$ cat config.mk
export PLATFORM = sky130hd
export DESIGN_NAME = apbfifo_sync_flat
export DESIGN_NICKNAME = d
export VERILOG_FILES = /design/src/rtl/apbfifo_sync_if.sv /design/src/rtl/apbfifo_sync.sv /design/src/flat_wrapper.sv
export SDC_FILE = /design/constraint.sdc
export NUM_CORES = 1
export LEC_CHECK = 0
export BUFFER_PORTS_ARGS = -buffer_cell sky130_fd_sc_hd__buf_2
export CAP_MARGIN = 15
export CORE_ASPECT_RATIO = 0.75
export CORE_UTILIZATION = 35
export DETAILED_ROUTE_END_ITERATION = 8
export GPL_ROUTABILITY_DRIVEN = 0
export GPL_TIMING_DRIVEN = 1
export PLACE_DENSITY = 0.57
export SLEW_MARGIN = 15
export SYNTH_ARGS = -nofsm -noshare
export SYNTH_HDL_FRONTEND = slang
export SYNTH_SLANG_ARGS = --single-unit
$ cat constraint.sdc
create_clock -name clk -period 3 [get_ports clk]
set_input_delay 0.45 -clock clk [delete_from_list [all_inputs] [get_ports clk]]
set_output_delay 0.45 -clock clk [all_outputs]
set_load 0.1 [all_outputs]
$ cat src/rtl/apbfifo_sync_if.sv
// Bus bundle for apbfifo_sync: request/data/threshold inputs and status/error outputs.
// The master modport drives requests; the slave modport is the FIFO itself.
interface apbfifo_sync_if #(
    parameter int DATA_WIDTH = 8,
    parameter int DEPTH      = 8
);
    localparam int CNT_W = $clog2(DEPTH) + 1;

    logic                  flush;
    logic                  w_enable;
    logic [DATA_WIDTH-1:0] w_data;
    logic                  r_enable;
    logic [DATA_WIDTH-1:0] r_data;
    logic                  full;
    logic                  empty;
    logic                  almost_full;
    logic                  almost_empty;
    logic [CNT_W-1:0]      af_thresh;
    logic [CNT_W-1:0]      ae_thresh;
    logic [CNT_W-1:0]      count;
    logic                  overflow;
    logic                  underflow;
    logic                  clear_err;

    modport master (
        output flush, w_enable, w_data, r_enable, af_thresh, ae_thresh, clear_err,
        input  r_data, full, empty, almost_full, almost_empty, count, overflow, underflow
    );

    modport slave (
        input  flush, w_enable, w_data, r_enable, af_thresh, ae_thresh, clear_err,
        output r_data, full, empty, almost_full, almost_empty, count, overflow, underflow
    );
endinterface

$ cat src/rtl/apbfifo_sync.sv
// Parametrised single-clock FIFO with occupancy count, runtime almost-full/empty
// thresholds, sticky overflow/underflow flags and synchronous flush.
module apbfifo_sync #(
    parameter int DATA_WIDTH = 8,
    parameter int DEPTH      = 8
) (
    input  logic           clk,
    input  logic           rst,
    apbfifo_sync_if.slave  fifo_if
);
    localparam int PTR_W = $clog2(DEPTH);
    localparam int CNT_W = $clog2(DEPTH) + 1;

    localparam logic [PTR_W-1:0]      PTR_ONE  = PTR_W'(1);
    localparam logic [PTR_W-1:0]      PTR_ZERO = PTR_W'(0);
    localparam logic [CNT_W-1:0]      CNT_ONE  = CNT_W'(1);
    localparam logic [CNT_W-1:0]      CNT_ZERO = CNT_W'(0);
    localparam logic [CNT_W-1:0]      CNT_FULL = CNT_W'(DEPTH);
    localparam logic [DATA_WIDTH-1:0] DATA_ZERO = DATA_WIDTH'(0);

    logic [DATA_WIDTH-1:0] mem_q [DEPTH];
    logic [PTR_W-1:0]      wptr_q, wptr_d;
    logic [PTR_W-1:0]      rptr_q, rptr_d;
    logic [CNT_W-1:0]      count_q, count_d;
    logic [DATA_WIDTH-1:0] r_data_q, r_data_d;
    logic                  overflow_q, overflow_d;
    logic                  underflow_q, underflow_d;

    logic full_s, empty_s, wr_acc_s, rd_acc_s, ovf_evt_s, udf_evt_s, mem_we_s;

    assign full_s  = (count_q == CNT_FULL);
    assign empty_s = (count_q == CNT_ZERO);

    // A write into a full FIFO still lands when the same edge pops the oldest entry.
    assign rd_acc_s  = fifo_if.r_enable & ~empty_s;
    assign wr_acc_s  = fifo_if.w_enable & (~full_s | fifo_if.r_enable);
    assign ovf_evt_s = fifo_if.w_enable & full_s & ~fifo_if.r_enable;
    assign udf_evt_s = fifo_if.r_enable & empty_s;
    assign mem_we_s  = wr_acc_s & ~fifo_if.flush & ~rst;

    // Next-state for pointers, count, read data and sticky error flags.
    always_comb begin
        wptr_d      = wptr_q;
        rptr_d      = rptr_q;
        count_d     = count_q;
        r_data_d    = r_data_q;
        overflow_d  = overflow_q & ~fifo_if.clear_err;
        underflow_d = underflow_q & ~fifo_if.clear_err;

        if (fifo_if.flush) begin
            wptr_d  = PTR_ZERO;
            rptr_d  = PTR_ZERO;
            count_d = CNT_ZERO;
        end else begin
            if (wr_acc_s) begin
                wptr_d = wptr_q + PTR_ONE;
            end else begin
                wptr_d = wptr_q;
            end
            if (rd_acc_s) begin
                rptr_d   = rptr_q + PTR_ONE;
                r_data_d = mem_q[rptr_q];
            end else begin
                rptr_d   = rptr_q;
                r_data_d = r_data_q;
            end
            case ({wr_acc_s, rd_acc_s})
                2'b10:   count_d = count_q + CNT_ONE;
                2'b01:   count_d = count_q - CNT_ONE;
                default: count_d = count_q;
            endcase
            // A new event outranks a simultaneous clear.
            overflow_d  = overflow_d | ovf_evt_s;
            underflow_d = underflow_d | udf_evt_s;
        end
    end

    // Control and status registers with synchronous reset.
    always_ff @(posedge clk) begin
        if (rst) begin
            wptr_q      <= PTR_ZERO;
            rptr_q      <= PTR_ZERO;
            count_q     <= CNT_ZERO;
            r_data_q    <= DATA_ZERO;
            overflow_q  <= 1'b0;
            underflow_q <= 1'b0;
        end else begin
            wptr_q      <= wptr_d;
            rptr_q      <= rptr_d;
            count_q     <= count_d;
            r_data_q    <= r_data_d;
            overflow_q  <= overflow_d;
            underflow_q <= underflow_d;
        end
    end

    // Storage array; contents need no reset since pointers define validity.
    always_ff @(posedge clk) begin
        if (mem_we_s) begin
            mem_q[wptr_q] <= fifo_if.w_data;
        end
    end

    assign fifo_if.r_data       = r_data_q;
    assign fifo_if.count        = count_q;
    assign fifo_if.full         = full_s;
    assign fifo_if.empty        = empty_s;
    assign fifo_if.overflow     = overflow_q;
    assign fifo_if.underflow    = underflow_q;
    // Thresholds act combinationally so a new level shows in the same cycle.
    assign fifo_if.almost_full  = (fifo_if.af_thresh != CNT_ZERO) && (count_q >= fifo_if.af_thresh);
    assign fifo_if.almost_empty = (count_q <= fifo_if.ae_thresh);
endmodule

$ cat src/flat_wrapper.sv
// flat-port wrapper written by rule: the top's interface ports become plain ports
module apbfifo_sync_flat 
#(
    parameter int DATA_WIDTH = 8,
    parameter int DEPTH      = 8
)
  (clk, rst, fifo_if_flush, fifo_if_w_enable, fifo_if_w_data, fifo_if_r_enable, fifo_if_af_thresh, fifo_if_ae_thresh, fifo_if_clear_err, fifo_if_r_data, fifo_if_full, fifo_if_empty, fifo_if_almost_full, fifo_if_almost_empty, fifo_if_count, fifo_if_overflow, fifo_if_underflow);
  apbfifo_sync_if #(.DATA_WIDTH(DATA_WIDTH), .DEPTH(DEPTH)) fifo_if_i ();
  input  logic clk;
  input  logic rst;
  input wire logic [$bits(fifo_if_i.flush)-1:0] fifo_if_flush;
  input wire logic [$bits(fifo_if_i.w_enable)-1:0] fifo_if_w_enable;
  input wire logic [$bits(fifo_if_i.w_data)-1:0] fifo_if_w_data;
  input wire logic [$bits(fifo_if_i.r_enable)-1:0] fifo_if_r_enable;
  input wire logic [$bits(fifo_if_i.af_thresh)-1:0] fifo_if_af_thresh;
  input wire logic [$bits(fifo_if_i.ae_thresh)-1:0] fifo_if_ae_thresh;
  input wire logic [$bits(fifo_if_i.clear_err)-1:0] fifo_if_clear_err;
  output wire logic [$bits(fifo_if_i.r_data)-1:0] fifo_if_r_data;
  output wire logic [$bits(fifo_if_i.full)-1:0] fifo_if_full;
  output wire logic [$bits(fifo_if_i.empty)-1:0] fifo_if_empty;
  output wire logic [$bits(fifo_if_i.almost_full)-1:0] fifo_if_almost_full;
  output wire logic [$bits(fifo_if_i.almost_empty)-1:0] fifo_if_almost_empty;
  output wire logic [$bits(fifo_if_i.count)-1:0] fifo_if_count;
  output wire logic [$bits(fifo_if_i.overflow)-1:0] fifo_if_overflow;
  output wire logic [$bits(fifo_if_i.underflow)-1:0] fifo_if_underflow;
  assign fifo_if_i.flush = fifo_if_flush;
  assign fifo_if_i.w_enable = fifo_if_w_enable;
  assign fifo_if_i.w_data = fifo_if_w_data;
  assign fifo_if_i.r_enable = fifo_if_r_enable;
  assign fifo_if_i.af_thresh = fifo_if_af_thresh;
  assign fifo_if_i.ae_thresh = fifo_if_ae_thresh;
  assign fifo_if_i.clear_err = fifo_if_clear_err;
  assign fifo_if_r_data = fifo_if_i.r_data;
  assign fifo_if_full = fifo_if_i.full;
  assign fifo_if_empty = fifo_if_i.empty;
  assign fifo_if_almost_full = fifo_if_i.almost_full;
  assign fifo_if_almost_empty = fifo_if_i.almost_empty;
  assign fifo_if_count = fifo_if_i.count;
  assign fifo_if_overflow = fifo_if_i.overflow;
  assign fifo_if_underflow = fifo_if_i.underflow;
  apbfifo_sync #(.DATA_WIDTH(DATA_WIDTH), .DEPTH(DEPTH)) u_core (.clk(clk), .rst(rst), .fifo_if(fifo_if_i));
endmodule
# Word level (Yosys, flattened, before mapping)
# Memories as Yosys holds them, arrays and structs flattened. A register that Yosys moved wholly into a read port is not among the register bits.
# Index checks and enable logic that the tools add are counted.
[op_classes] reduce_logical=6 magnitude_cmp=2 muxes=5 n_bitwise=18 n_eq_ne=3 add_sub_neg=4
[op_table] operator="$and A1 B1 Y1" n=9
[op_table] operator="$pmux W4 S2" n=1
[op_table] operator="$add A3 B1 Y3 const B" n=2
[op_table] operator="$not A1 Y1" n=6
[op_table] operator="$add A4 B1 Y4 const B" n=1
[op_table] operator="$eq A4 B4 Y1 const B" n=1
[op_table] operator="$ge A4 B4 Y1" n=1
[op_table] operator="$le A4 B4 Y1" n=1
[op_table] operator="$logic_not A4 Y1" n=1
[op_table] operator="$mux W1" n=4
[op_table] operator="$reduce_bool A4 Y1" n=1
[op_table] operator="$sub A4 B1 Y4 const B" n=1
[op_table] operator="$or A1 B1 Y1" n=3
[op_table] operator="$eq A2 B1 Y1 const B" n=1
[op_table] operator="$eq A2 B2 Y1 const B" n=1
[op_table] operator="$reduce_and A2 Y1" n=1
[op_table] operator="$reduce_bool A2 Y1" n=1
[op_table] operator="$reduce_or A2 Y1" n=1
[op_table] operator="$logic_and A1 B1 Y1" n=1
[word_totals] memories=1 word_cells=44 in_bits=22 reg_bits=12 out_inout_bits=18 ramBits=64
[mem_list] name="u_core.mem_q" depth=8 word_bits=8 rd=1 rd_clocked_by_memory_dff=1 write_ports=1 line="apbfifo_sync.sv:21" rtl="logic [DATA_WIDTH-1:0] mem_q [DEPTH];"

# Depth between registers and ports, before layout
# Gate-level depths: netlist (run 1).
[depth] ltp_word=8 mapped_depth=11 ltp_nobuf=10

# Worst setup path before layout (run 1)
# OpenSTA, ideal clock, no wires.
[synth_timing] path_type="register to output" startpoint="reg u_core.count_q[1], in the netlist u_core.fifo_if.count[1]" endpoint="out fifo_if_almost_empty" path_stages_with_launch=6 required_time_ns=2.550 path_buffers=0 arrival_time_ns=3.988 setup_slack_ns=-1.438 path_cell_list="dfxtp_1 ha_1 nor2b_1 o21a_1 o21a_1 o21ai_0"
[synth_via] elab_chain_cells=1
[synth_lines] element="from (decl)" line="apbfifo_sync.sv:24" rtl="logic [CNT_W-1:0] count_q, count_d;"
[synth_lines] element="from (signal assigned)" line="apbfifo_sync.sv:90" rtl="count_q <= count_d;"
[synth_lines] element="$le A4 B4 Y1" line="apbfifo_sync.sv:112" rtl="assign fifo_if.almost_empty = (count_q <= fifo_if.ae_thresh);"
[synth_lines] element="to (decl)" line="flat_wrapper.sv:22" rtl="output wire logic [$bits(fifo_if_i.almost_empty)-1:0] fifo_if_almost_empty;"
# Every way passes these cells.

# Worst setup path after layout (run 1)
[layout_timing] startpoint="reg u_core.count_q[2], in the netlist u_core.fifo_if.count[2]" endpoint="reg u_core.count_q[2], in the netlist u_core.fifo_if.count[2]"
[layout_via] elab_chain_cells=6 word_cells_on_any_way=13 classes_between="add/sub (2); eq/ne (3); mux (1); bitwise (5); reduce/logical (2)"
[layout_lines] element="$eq A4 B4 Y1" line="apbfifo_sync.sv:31" rtl="assign full_s = (count_q == CNT_FULL);"
[layout_lines] element="$not A1 Y1" line="apbfifo_sync.sv:36" rtl="assign wr_acc_s = fifo_if.w_enable & (~full_s | fifo_if.r_enable);"
[layout_lines] element="$or A1 B1 Y1" line="apbfifo_sync.sv:36"
[layout_lines] element="$and A1 B1 Y1" line="apbfifo_sync.sv:36"
[layout_lines] element="$eq A2 B1 Y1 / $eq A2 B2 Y1 (equally long branches)" line="apbfifo_sync.sv:67" rtl="case ({wr_acc_s, rd_acc_s})"
[layout_lines] element="$pmux W4 S2 / $reduce_bool A2 Y1 (equally long branches)"
# Several ways; a longest one is shown, not always the timed one.
# A chain may end at the register's enable or synchronous reset.

==> results by group, run 1 <==
Synth
  – Synth cell types: 42
  – Post-Syn Area: 0.00354 mm²
  – Synthesis warning total: 0
  – Biggest area consumer among synthesized cells: edfxtp_1
  – Post-Synthesis Cells: 235
  – Sequential fraction of the synthesis area: 0.656
  – Syn_nets: 270
  – Ys async rst share: 0
  – Area contributors post-synth: edfxtp_1 (54%), dfxtp_1 (11%), mux4_2 (10%)
  – Synth top area share: 0.543
  – Synth Flop Type: edfxtp_1
  – Post-synth EDFFs: 64
  – Syn avg cell area: 15.1 µm²
  – Synthesis-stage register bit count: 84

Place
  – Post-placement cell area: 0.00394 mm²
  – Hpwl dp: ~4.6 mm
  – Dpl ws: 0.273 ns
  – # port buffers: 39

Cells and area
  – Layout cells sized above 1: 0.311
  – Finished Cell Area: 0.00428 mm²
  – Filler cell count: 873
  – Layout Nets: 319
  – Util after Layout: 0.440
  – Synth-to-Final Area Change: 20.9%
  – Diodes inserted: 0

Run
  – Max-cap violations: 0

Global routing
  – Total GRT Usage: 0.143
  – Congestion Overflow GR: 0
  – Initial antenna violation count: 0
  – Vias in the first global route: 1971
  – First-pass GRT wire length: 10.9 mm
  – Largest net degree at the start of global routing: 19

Min path
  – Hold Path Class: in -> reg
  – Min-Delay Endpoint: u_core.mem_q[5][2]
  – Worst Hold Depth: 1
  – HP Start: fifo_if_w_data[2]

Critical path
  – Critical Path AT: between 3 and 4 ns
  – Worst setup SP type: register
  – Worst reg2reg setup slack: between 0.2 and 0.3 ns
  – CP Max Fanout: 10
  – Critical path class: reg -> reg
  – Worst reg2reg path endpoint: u_core.fifo_if.count[2]
  – Crit path required time: 3.26 ns
  – Worst reg2reg path depth: 9
  – CP Capture Type: register
  – R2R Path Start: u_core.fifo_if.count[2]

Routing
  – First-pass detailed-route iteration total: 4
  – Drt initial violations: 94
  – DRC viols: 0
  – Vias after detailed routing: 2078
  – Routed wire length: 6.88 mm
  – Vias/cell: 4.94
  – Wire per inst: between 15 and 20 µm
  – Final ANT Viol Nets: 0

Clock tree
  – CTS max path bufs: 2
  – H-tree Lvls: 3
  – CTS Sinks: 84
  – CTS Buf Count: 9
  – Clock root cell: clkbuf_16
  – Post-CTS Setup Repair Bufs: 0
  – Clk_lat worst skew: 0.33 ns
  – Clock-pin transition on the worst setup and hold timing paths: 0.06 ns
  – Post-CTS Hold Fix Bufs: 0
  – TritonCTS clock tree: built
  – PostCTS Resize Cnt: 0

Floorplan
  – Starting Density: 0.364
  – Die Wd: 118 µm
  – Die area: 0.0105 mm²
  – I/O pin cnt: 40
  – FP Rows: 31
  – Core area: 0.00974 mm²
  – Die Y: between 80 and 90 µm

Status
  – Status: finished, final reports clean

Timing
  – Final Skew: about 0.0031 ns
  – Post-route minimum period: 2.74 ns
  – Slew HR: 0.468
  – Slew Viols, Final: 0
  – Highest clock rate: 0.364 GHz
  – Fin. Hold Viols: 0
  – Setup ws final: 0.256 ns
  – RSZ-0062 raised after global routing: no
  – Worst-margin pin slew: approximately 0.8 ns
  – Total negative slack: 0 ns
  – # setup viols final: 0
  – Final period util: 0.915

Pwr
  – VDD IR max: 283 µV
  – Lkg Pwr: 1.57 nW
  – Pwr per Cell Area: around 620 mW/mm²
-- synth_stat cells (2+ instances only) --
master and n:
or4_1 2, nor3_1 10, nor2_1 24, inv_1 12, xor2_1 6, a21oi_1 4
o21a_1 2, clkbuf_1 3, o21ai_0 2, mux4_2 16, dfxtp_1 20, mux2i_1 2
o22ai_1 8, nand2b_1 4, ha_1 13, buf_1 2, nor4_1 5, nand2_1 4
nor2b_1 2, nor4b_1 2, buf_4 2, buf_2 4, nand3_2 2, nand3_1 3
edfxtp_1 64
-- area by class of cell --
class                      count  area, µm²  area share
multi-input combinational    127       1130       0.264
clock inverter                 1       5.00     0.00117
clock buffer                  15        332      0.0775
timing repair buffer          50        278      0.0649
sequential                    84       2330       0.544
tap                          132        165      0.0386
inverter                      12       45.0      0.0105
-- registers in the layout (all words and copies together) (netlist names) --
| register | flops |
|---|---|
| u_core.fifo_if.r_data | 8 |
| u_core.fifo_if.underflow | 1 |
| u_core.mem_q | 64 |
| u_core.rptr_q | 3 |
| u_core.wptr_q | 3 |
| u_core.fifo_if.overflow | 1 |
| u_core.fifo_if.count | 4 |
-- worst max path at each step --
stage	from	to	slack (ns)	cells after the start
after floorplan	u_core.fifo_if.count[2]	u_core.fifo_if.count[2]	0.02	10
after global placement	u_core.fifo_if.count[2]	u_core.fifo_if.count[2]	0.36	9
after detailed placement	u_core.fifo_if.count[2]	u_core.fifo_if.count[2]	0.27	9
after CTS	u_core.fifo_if.count[2]	u_core.fifo_if.count[2]	0.24	9
after global routing	u_core.fifo_if.count[2]	u_core.fifo_if.count[2]	0.09	9
final	u_core.fifo_if.count[2]	u_core.fifo_if.count[2]	0.26	9
-- logic make-up (layout without fill, tap and decap cells) --
kind of cell / Yosys count / after routing / synth area share
xor+xnor: 7 / 7 / 0.0173
mux: 18 / 18 / 0.107
buf+inv: 24 / 78 / 0.0293
fa+ha+maj: 13 / 13 / 0.0460
flops: 84 / 84 / 0.656
simple gates: 64 / 64 / 0.0944
compound gates: 25 / 25 / 0.0495
-- layout by cell type (no fill, tap or decap), types with 3 or more instances in the layout --
master | synthesis | final
xor2_1 | 6 | 6
edfxtp_1 | 64 | 64
ha_1 | 13 | 13
buf_4 | 2 | 11
mux4_2 | 16 | 16
buf_2 | 4 | 39
nor2_1 | 24 | 24
clkbuf_16 | 0 | 12
nand2_1 | 4 | 4
o22ai_1 | 8 | 8
nand3_1 | 3 | 3
nor4_1 | 5 | 5
nor3_1 | 10 | 9
a21oi_1 | 4 | 4
dfxtp_1 | 20 | 17
inv_1 | 12 | 12
nand2b_1 | 4 | 4
dfxtp_2 | 0 | 3
-- layer usage --
metal,wire [µm],vias up,global-route usage
li1,-,1003,-
met1,3380,1029,0.197
met2,3120,38,0.214
met3,279,8,0.0466
met4,97,0,0.0524
met5,0,-,0
-- critical path: stages (launching register included) --
cell and delay (ns):
dfxtp_1 0.40, or4b_1 0.67, o21ai_4 0.29, ha_1 0.32, xor2_1 0.18, ha_1 0.16, a21oi_1 0.04, xor2_1 0.15
or3_1 0.31, a21oi_1 0.15
-- per-stage QoR --
step	hold WS [ns]	power [W]	cells
detailed placement	0.479	0.00152	405
global placement	0.472	0.00152	405
global route	0.391	0.00277	421
floorplan	0.547	0.00147	235
finish	0.392	0.00267	421
CTS	0.378	0.00271	421
-- power by group --
| part | switching, W | internal (W) |
|---|---|---|
| clock network | 0.000419 | 0.000756 |
| logic | 0.000162 | 0.0000619 |
| registers | 0.0000100 | 0.00126 |
No activity file was read; power rests on OpenSTA's default activity.
==> run 2: changes to the inputs <==
--- a/config.mk
+++ b/config.mk
@@ -13,6 +13,7 @@
 export GPL_ROUTABILITY_DRIVEN = 0
 export GPL_TIMING_DRIVEN = 1
 export PLACE_DENSITY = 0.57
+export RECOVER_POWER = 50
 export SLEW_MARGIN = 15
 export SYNTH_ARGS = -nofsm -noshare
 export SYNTH_HDL_FRONTEND = slang
==> run 2 against run 1 <==
- sequential power is essentially flat
- critical path depth is the same
- sequential share of layout area grew 0.43 points
- largest power group unchanged
- die area is the same
- clock-buffer cell count is the same
- power shrank 0.17%
- wire length is essentially flat
- highest routed layer unchanged
==> results by group, run 2 (synthesis results as in run 1) <==
Timing
  – Slew HR: 0.221 (-0.247)
  – Worst hold slack: 0.430 ns (+0.0388 ns)
  – Setup ws final: 0.255 ns (-0.000896 ns)
  – Post-route minimum period: 2.75 ns (+0.000896 ns)
  – Final period util: 0.915 (about the same)
  – Worst-margin pin slew: 1.17 ns (+0.377 ns)
  – Fin. Hold Viols: 0 (unchanged)
  – Highest clock rate: 0.364 GHz (about the same)
  – Slew Viols, Final: 0 (unchanged)
  – RSZ-0062 raised after global routing: no
  – Total negative slack: 0 ns (unchanged)
  – Final Skew: 0.00316 ns (+0.0000163 ns)
  – # setup viols final: 0 (unchanged)

Pwr
  – VDD IR max: 283 µV (+0.21%)
  – Lkg Pwr: 1.49 nW (-5.5%)
  – Sw Pwr: 0.000592 W (about the same)
  – Pwr per Cell Area: 629 mW/mm² (+0.62%)
  – Clock power share: 0.440 (about the same)
  – Net switching fraction of the power: 0.222 (+0.000579)
  – Internal power: 0.00208 W (-0.25%)
  – Sequential share of power: 0.477 (about the same)
  – Logic pwr share: 0.082 (-0.002)
  – Final Total Pwr: 0.00267 W (-0.17%)

Global routing
  – Congestion Overflow GR: 0 (unchanged)
  – Largest net degree at the start of global routing: 19 (unchanged)
  – First-pass GRT wire length: 10.9 mm (unchanged)
  – Vias in the first global route: 1971 (unchanged)
  – Initial antenna violation count: 0 (unchanged)
  – Total GRT Usage: 0.143 (unchanged)

Cells and area
  – Layout cells sized above 1: 0.232 (-0.0796)
  – Commonest non-fill, non-tap cells in the layout: edfxtp_1 (64), nor2_1 (24), clkbuf_1 (24), buf_2 (18), dfxtp_1 (17)
  – Most common cell after layout, fill and taps aside: edfxtp_1
  – Synth-to-Final Area Change: 19.9%
  – Largest Register: u_core.mem_q
  – Diodes inserted: 0 (unchanged)
  – Number of flip-flops in the largest register: 64 (unchanged)
  – Fin cells: 421 (unchanged)
  – Layout Nets: 319 (unchanged)

Floorplan
  – Core area: 0.00974 mm² (unchanged)
  – FP Rows: 31 (unchanged)
  – Starting Density: 0.364 (unchanged)
  – Die Y: 89.1 µm (unchanged)
  – I/O pin cnt: 40 (unchanged)
  – Die Wd: 118 µm (unchanged)
  – Die area: 0.0105 mm² (unchanged)

Status
  – Status: finished, final reports clean

Clock tree
  – CTS Sinks: 84 (unchanged)
  – PostCTS Resize Cnt: 0 (unchanged)
  – Clk_lat worst skew: 0.33 ns (about the same)
  – Post-CTS Setup Repair Bufs: 0 (unchanged)
  – TritonCTS clock tree: built
  – Post-CTS Hold Fix Bufs: 0 (unchanged)
  – Clock root cell: clkbuf_16
  – H-tree Lvls: 3 (unchanged)
  – CTS Buf Count: 9 (unchanged)
  – CTS max path bufs: 2 (unchanged)
  – Clock-pin transition on the worst setup and hold timing paths: 0.06 ns (about the same)

Routing
  – First-pass detailed-route iteration total: 4 (unchanged)
  – Routed wire length: 6.88 mm (about the same)
  – Vias after detailed routing: 2063 (-0.72%)
  – Vias/cell: 4.90 (-0.72%)
  – Wire per inst: 16.4 µm (about the same)
  – DRC viols: 0 (unchanged)
  – Drt initial violations: 96 (+2.1%)
  – Final ANT Viol Nets: 0 (unchanged)

Place
  – Dpl ws: 0.273 ns (unchanged)
  – Placed Cells: 405 (unchanged)
  – Hpwl dp: 4.64 mm (unchanged)
  – # port buffers: 39 (unchanged)

Min path
  – Hold Path Class: in -> reg

Critical path
  – Critical Path AT: 3.01 ns (about the same)
  – Crit path required time: 3.26 ns (about the same)
  – CP Capture Type: register
  – Critical path class: reg -> reg
  – Worst reg2reg setup slack: 0.25 ns (about the same)
  – Worst setup SP type: register
  – CP Max Fanout: 10 (unchanged)

Run
  – Max-cap violations: 0 (unchanged)
[run 2: cell count changes in the layout (fill, tap and decap cells not counted)]
cell,previous run,this run
clkbuf_1,1,24
buf_2,39,18
buf_4,11,9
[run 2: final cells by class]
type,instances,area [µm²]
inverter,12,45.0
sequential,84,2330
fill,885,5490
tap,132,165
clock buffer,15,332
clock inverter,1,5.00
timing repair buffer,50,244
multi-input combinational,127,1130
[run 2: worst max-delay path: stages (launching register included)]
cell     delay [ns]
dfxtp_1        0.40
or4b_1         0.67
o21ai_4        0.29
ha_1           0.32
xor2_1         0.18
ha_1           0.16
a21oi_1        0.04
xor2_1         0.15
or3_1          0.31
a21oi_1        0.15
[run 2: metrics by stage]
step           utilization  cell area, µm²
6_report             0.436            4250
5_1_grt              0.436            4250
4_1_cts              0.440            4280
3_5_place_dp         0.405            3940
3_3_place_gp         0.405            3940
2_1_floorplan            -            3560
[run 2: worst paths after layout]
kind                                          startpoint                       end  depth (start not counted)
worst min register to register  u_core.fifo_if.r_data[6]  u_core.fifo_if.r_data[6]                          2
worst max-delay path             u_core.fifo_if.count[2]   u_core.fifo_if.count[2]                          9
worst min-delay path                                 rst   u_core.fifo_if.overflow                          2
worst max register to register   u_core.fifo_if.count[2]   u_core.fifo_if.count[2]                          9
[run 2: metal layers]
layer | part of all wire | global-route usage | vias to the layer above
met3 | 0.042 | 0.0466 | 8
met1 | 0.49 | 0.197 | 1019
met4 | 0.014 | 0.0524 | 0
met2 | 0.45 | 0.214 | 34
met5 | 0 | 0 | -
li1 | - | - | 1002
[run 2: power by group through the flow]
stage | sequential [W] | combinational, W | clock, W
floorplan | 0.00135 | 0.000112 | 0
global placement | 0.00130 | 0.000222 | 0
detailed placement | 0.00130 | 0.000225 | 0
CTS | 0.00127 | 0.000227 | 0.00121
global route | 0.00128 | 0.000236 | 0.00126
finish | 0.00127 | 0.000219 | 0.00118
